<file path="src/rtl/sel_enc_pkg.sv">
// Shared constants, field-select enum and one-hot helper for the register
// select/encode unit and its scoreboard.
package sel_enc_pkg;

  localparam int DEF_DATA_W = 32;
  localparam int DEF_NREG   = 16;
  localparam int DEF_IDX_W  = 4;
  localparam int DEF_RA_LSB = 23;
  localparam int DEF_RB_LSB = 19;
  localparam int DEF_RC_LSB = 15;
  localparam int DEF_C_W    = 19;

  // Upper bound on register-file size served by the one-hot helper.
  localparam int ONEHOT_MAX = 256;

  typedef enum logic [1:0] {
    SEL_NONE,
    SEL_A,
    SEL_B,
    SEL_C
  } sel_e;

  // Callers truncate the result to their own register count.
  function automatic logic [ONEHOT_MAX-1:0] onehot(input int unsigned idx);
    return ONEHOT_MAX'(1) << idx;
  endfunction

endpackage

</file>
<file path="src/rtl/reg_select_scoreboard_onehot_decoder.sv">
// Enabled index-to-one-hot decoder (IDX_W -> NREG); all zeros when disabled.
module onehot_decoder
  import sel_enc_pkg::*;
#(
  parameter int IDX_W = DEF_IDX_W,
  parameter int NREG  = DEF_NREG
) (
  input  logic [IDX_W-1:0] idx_i,
  input  logic             en_i,
  output logic [NREG-1:0]  onehot_o
);

  assign onehot_o = en_i ? NREG'(onehot(32'(idx_i))) : '0;

endmodule

</file>
<file path="src/rtl/reg_select_scoreboard.sv">
// Register select/encode unit: latched IR, prioritised Ra/Rb/Rc decode to
// one-hot register enables, C sign-extension and a busy-bit hazard scoreboard.
// Define REG_SELECT_REGOUT_EN to register r_in_sel/r_out_sel/ba_zero (1 clk).
module reg_select_scoreboard
  import sel_enc_pkg::*;
#(
  parameter int DATA_W = DEF_DATA_W,
  parameter int NREG   = DEF_NREG,
  parameter int IDX_W  = DEF_IDX_W,
  parameter int RA_LSB = DEF_RA_LSB,
  parameter int RB_LSB = DEF_RB_LSB,
  parameter int RC_LSB = DEF_RC_LSB,
  parameter int C_W    = DEF_C_W
) (
  input  logic              clk,
  input  logic              clr_n,
  input  logic [DATA_W-1:0] ir_in,
  input  logic              ir_load,
  input  logic              gra,
  input  logic              grb,
  input  logic              grc,
  input  logic              rin,
  input  logic              rout,
  input  logic              baout,
  input  logic              issue,
  input  logic              retire,
  input  logic [IDX_W-1:0]  retire_idx,
  output logic [NREG-1:0]   r_in_sel,
  output logic [NREG-1:0]   r_out_sel,
  output logic              ba_zero,
  output logic [DATA_W-1:0] c_ext,
  output logic              hazard,
  output logic [NREG-1:0]   busy
);

  logic [DATA_W-1:0] ir_q;
  logic [IDX_W-1:0]  ra, rb, rc;
  sel_e              sel;
  logic [IDX_W-1:0]  sel_idx;
  logic [NREG-1:0]   sel_oh;
  logic [NREG-1:0]   r_in_sel_d, r_out_sel_d;
  logic              ba_zero_d;
  logic [NREG-1:0]   ret_mask, eff, iss_mask;
  logic [NREG-1:0]   busy_d, busy_q;
  logic              unused_ir;

  always_ff @(posedge clk or negedge clr_n) begin
    if (!clr_n) begin
      ir_q <= '0;
    end else if (ir_load) begin
      ir_q <= ir_in;
    end
  end

  // Not every IR bit feeds a field; fold them so the slice stays referenced.
  assign unused_ir = ^ir_q;

  assign ra = ir_q[RA_LSB +: IDX_W];
  assign rb = ir_q[RB_LSB +: IDX_W];
  assign rc = ir_q[RC_LSB +: IDX_W];

  // Stage p0: strobe priority gra > grb > grc, then decode from latched IR
  always_comb begin
    sel = SEL_NONE;
    if (gra)      sel = SEL_A;
    else if (grb) sel = SEL_B;
    else if (grc) sel = SEL_C;
  end

  always_comb begin
    sel_idx = '0;
    case (sel)
      SEL_A:   sel_idx = ra;
      SEL_B:   sel_idx = rb;
      SEL_C:   sel_idx = rc;
      default: sel_idx = '0;
    endcase
  end

  onehot_decoder #(.IDX_W(IDX_W), .NREG(NREG)) u_sel_dec (
    .idx_i    (sel_idx),
    .en_i     (sel != SEL_NONE),
    .onehot_o (sel_oh)
  );

  assign ba_zero_d   = baout && (sel != SEL_NONE) && (sel_idx == '0);
  assign r_in_sel_d  = rin ? sel_oh : '0;
  assign r_out_sel_d = ((rout || baout) && !ba_zero_d) ? sel_oh : '0;

`ifdef REG_SELECT_REGOUT_EN
  logic [NREG-1:0] r_in_sel_q, r_out_sel_q;
  logic            ba_zero_q;

  // Stage p1: registered select outputs
  always_ff @(posedge clk or negedge clr_n) begin
    if (!clr_n) begin
      r_in_sel_q  <= '0;
      r_out_sel_q <= '0;
      ba_zero_q   <= 1'b0;
    end else begin
      r_in_sel_q  <= r_in_sel_d;
      r_out_sel_q <= r_out_sel_d;
      ba_zero_q   <= ba_zero_d;
    end
  end

  assign r_in_sel  = r_in_sel_q;
  assign r_out_sel = r_out_sel_q;
  assign ba_zero   = ba_zero_q;
`else
  assign r_in_sel  = r_in_sel_d;
  assign r_out_sel = r_out_sel_d;
  assign ba_zero   = ba_zero_d;
`endif

  assign c_ext = {{(DATA_W-C_W){ir_q[C_W-1]}}, ir_q[C_W-1:0]};

  // Retire is forwarded into the hazard check so writeback frees a register
  // in the same cycle that a dependent instruction tries to issue.
  onehot_decoder #(.IDX_W(IDX_W), .NREG(NREG)) u_ret_dec (
    .idx_i    (retire_idx),
    .en_i     (retire),
    .onehot_o (ret_mask)
  );

  assign eff      = busy_q & ~ret_mask;
  assign hazard   = issue && (eff[ra] || eff[rb] || eff[rc]);
  assign iss_mask = (issue && !hazard) ? NREG'(onehot(32'(ra))) : '0;
  assign busy_d   = eff | iss_mask;

  always_ff @(posedge clk or negedge clr_n) begin
    if (!clr_n) begin
      busy_q <= '0;
    end else begin
      busy_q <= busy_d;
    end
  end

  assign busy = busy_q;

endmodule
</file>
<file path="config.mk">
export PLATFORM = sky130hd
export DESIGN_NAME = reg_select_scoreboard
export DESIGN_NICKNAME = d
export VERILOG_FILES = /design/src/rtl/sel_enc_pkg.sv /design/src/rtl/reg_select_scoreboard_onehot_decoder.sv /design/src/rtl/reg_select_scoreboard.sv
export SDC_FILE = /design/constraint.sdc
export NUM_CORES = 1
export LEC_CHECK = 0
export BUFFER_PORTS_ARGS = -buffer_cell sky130_fd_sc_hd__buf_4
export CORE_ASPECT_RATIO = 0.6
export CORE_UTILIZATION = 25
export CTS_BUF_LIST = sky130_fd_sc_hd__clkbuf_8
export CTS_CLUSTER_SIZE = 30
export DETAILED_ROUTE_END_ITERATION = 8
export PLACE_DENSITY = 0.52
export SLEW_MARGIN = 5
export SYNTH_ARGS = -nofsm -noshare
export SYNTH_HDL_FRONTEND = slang
export SYNTH_SLANG_ARGS = --single-unit
</file>
<file path="constraint.sdc">
create_clock -name clk -period 4.3 [get_ports clk]
set_input_delay 0.43 -clock clk [delete_from_list [all_inputs] [get_ports clk]]
set_output_delay 0.43 -clock clk [all_outputs]
set_load 0.02 [all_outputs]
</file>
==> run_results.csv <==
group,metric,value,unit
yosys,ys_warn_count,0,
yosys,synth_top_flop_cell,"dfrtp_1",
worst_setup_path,r2r-start,"ir_q[21]$_DFFE_PN0P_",
die,placeableCoreArea,0.0114,mm^2
min_path,hold_class,"input pin to async pin",
yosys,syn_area,0.00296,mm^2
timing,holdWs,0.106,ns
yosys,ys_ff_latch,43,
clock_network,post-cts-setup-buffers,0,
clock_network,cts_buffer_depth,2,
cells_and_area,final_cell_count_no_fill,575,
yosys,synth.largest_area_cell,"dfrtp_1",
yosys,async_flop_share,100,%
global_routing,overflow,0,
global_routing,grt_max_degree,44,
global_routing,antenna_found_initial,0,
yosys,synthDominantCellAreaShare,36.3,%
cells_and_area,drive_gt1_share,40.0,%
timing,period_needed,3.18,ns
routing,drt-pass1-iter-count,5,
routing,dr_total_vias,2791,
placed_design,numPortBuffers,123,
clock_network,clock_latency,0.31,ns
die,io_pins,129,
timing,fmax,0.314,GHz
yosys,synth_seq_area_share,36.3,%
worst_setup_path,regToRegEndpoint,"busy[1]$_DFF_PN0_",
cells_and_area,final_common_cell,"buf_4",
yosys,syn_inst,336,
pwr,p_leak,0.00171,uW
timing,finalWorstSetupSlack,1.12,ns
yosys,synth.avg_cell_area,8.82,um^2
cells_and_area,area_delta_synth_final,30.9,%
yosys,synth_edf_count,0,
timing,tightest_slew,0.732,ns
placed_design,pre_cts_slack,1.19,ns
die,start_util,26.0,%
routing,drc,0,
clock_network,hold_buffers,0,
worst_setup_path,worstPathRequired,3.87,ns
die,die_area,0.0123,mm^2
clock_network,clk_pin_slew,0.10,ns
die,die_x,143,um
timing,drv_slew,0,
worst_setup_path,path_max_fanout,12,
die,rows,30,
clock_network,cts_resized,0,
outcome,outcome,"finished, final reports clean",
timing,slew_headroom,50.8,%
cells_and_area,nNetsFinal,461,
timing,setup_viol,0,
cells_and_area,nFillCells,1247,
yosys,synth_area_leaders,"dfrtp_1, mux2_2, buf_4",
pwr,irDropWorstVdd,0.152,mV
timing,hold_violations,0,
timing,rsz0062_at_grt,"false",
die,die_y,86.3,um
clock_network,cts_tree,"built",
routing,wire_per_inst,16.1,um
worst_setup_path,cp-start-kind,"flop",
routing,ant_nets,0,
worst_setup_path,critPathArrivalTime,2.75,ns
placed_design,gp_congestion,0.885,
routing,viasPerCell,4.85,
clock_network,clock-root-buffer,"clkbuf_8",
pwr,power_density,419,mW/mm^2
worst_setup_path,r2r_setup_slack,2.01,ns
routing,routed_wl,9240,um
global_routing,grt_usage,14.8,%
global_routing,first_global_vias,2478,
worst_setup_path,end_kind,"output pin",
worst_setup_path,critPathKind,"flop to output pin",
yosys,synthesis.nets,383,
global_routing,grt_pass1_wl,13800,um
clock_network,htreeDepth,2,
clock_network,cts_buffers,5,
placed_design,dp_hpwl,7040,um
worst_setup_path,ff2ff_path_depth,7,
timing,period_share,74.0,%
clock_network,cts.sinks,43,
placed_design,dpl_cell_area,0.00376,mm^2
cells_and_area,num_antenna_cells,0,
flow_run,maxCapViolations,0,
yosys,yosys.cell_types.count,46,
routing,drt_iter0_drc,194,
cells_and_area,fin_area,0.00388,mm^2
timing,clock_skew,0.00867,ns
timing,fin_tns_setup,0,ns
placed_design,placed_cells,567,
cells_and_area,final_cell_mix,"buf_4, dfrtp_1, nor2_1",
## state kept, by name, indices dropped and copies added, names as in the netlist
signal and flops:
busy 16, ir_q 27
## metrics by stage
step / power [uW] / utilization [%]
finish: 1630 / 34.0
detailed placement: 1290 / 33.0
global placement: 1290 / 33.0
CTS: 1640 / 34.0
floorplan: 1020 / -
global route: 1720 / 34.0
## routing by layer
| layer | vias to the layer above | GRT usage (%) | share of wire (%) |
|---|---|---|---|
| li1 | 1332 | - | - |
| met2 | 129 | 20.1 | 39 |
| met4 | 0 | 2.05 | 0.49 |
| met5 | - | 0 | 0 |
| met3 | 8 | 5.30 | 12 |
| met1 | 1322 | 22.3 | 49 |
## area by class of cell
class | count | area, um^2 | share of cell area, %
Clock buffer | 5 | 68.8 | 1.77
Clock inverter | 3 | 47.5 | 1.23
Inverter | 8 | 30.0 | 0.774
Multi-Input combinational cell | 233 | 1540 | 39.6
Sequential cell | 43 | 1080 | 27.7
Tap cell | 160 | 200 | 5.16
Timing Repair Buffer | 123 | 923 | 23.8
## Yosys cell counts (2+ instances only)
library cell,n
a21oi_1,2
a22oi_1,3
a31oi_1,3
and2_1,7
and3b_1,3
buf_1,3
buf_4,32
clkbuf_1,16
dfrtp_1,43
inv_1,8
mux2_2,28
mux2i_1,3
nand2_1,15
nand2b_1,12
nand3_1,12
nand3b_1,4
nand4_1,8
nor2_1,38
nor2b_1,8
nor3_1,5
o2111ai_1,5
o211ai_1,9
o21a_1,2
o21ai_0,16
o21ai_1,12
o311ai_0,3
o31ai_1,12
or2_2,4
or3_1,3
## cells by family (layout without fill, tap and decap cells)
| logic type | after synthesis | count (layout) | synth area share, % |
|---|---|---|---|
| mux | 31 | 31 | 11.7 |
| flops | 43 | 43 | 36.3 |
| buf+inv | 60 | 139 | 11.9 |
| compound gates | 77 | 77 | 17.8 |
| simple gates | 125 | 125 | 22.3 |
## critical path, cell delays in order, from the launching register on
cell and delay (ns):
dfrtp_1 0.52, and3b_1 0.24, o31ai_1 0.55, nand2b_1 0.30
nor2_1 0.23, a21o_1 0.22, or2_2 0.17, nor2_1 0.05
buf_4 0.16
## worst max-delay path by stage
stage,from,end,slack (ns)
5_1_grt,ir_q[15]$_DFFE_PN0P_,r_out_sel[8],0.79
3_3_place_gp,retire_idx[0],hazard,1.21
4_1_cts,ir_q[15]$_DFFE_PN0P_,r_out_sel[10],1.07
6_report,ir_q[15]$_DFFE_PN0P_,r_out_sel[10],1.12
2_1_floorplan,retire_idx[0],hazard,1.69
3_5_place_dp,retire_idx[1],hazard,1.19
## where the power goes
| group | internal, uW | leakage [uW] | total [uW] | switching (uW) |
|---|---|---|---|---|
| clock network | 176 | 0.0000587 | 339 | 163 |
| logic | 289 | 0.00113 | 703 | 413 |
| registers | 487 | 0.000527 | 584 | 96.4 |
No activity file was read; power rests on OpenSTA's default activity.
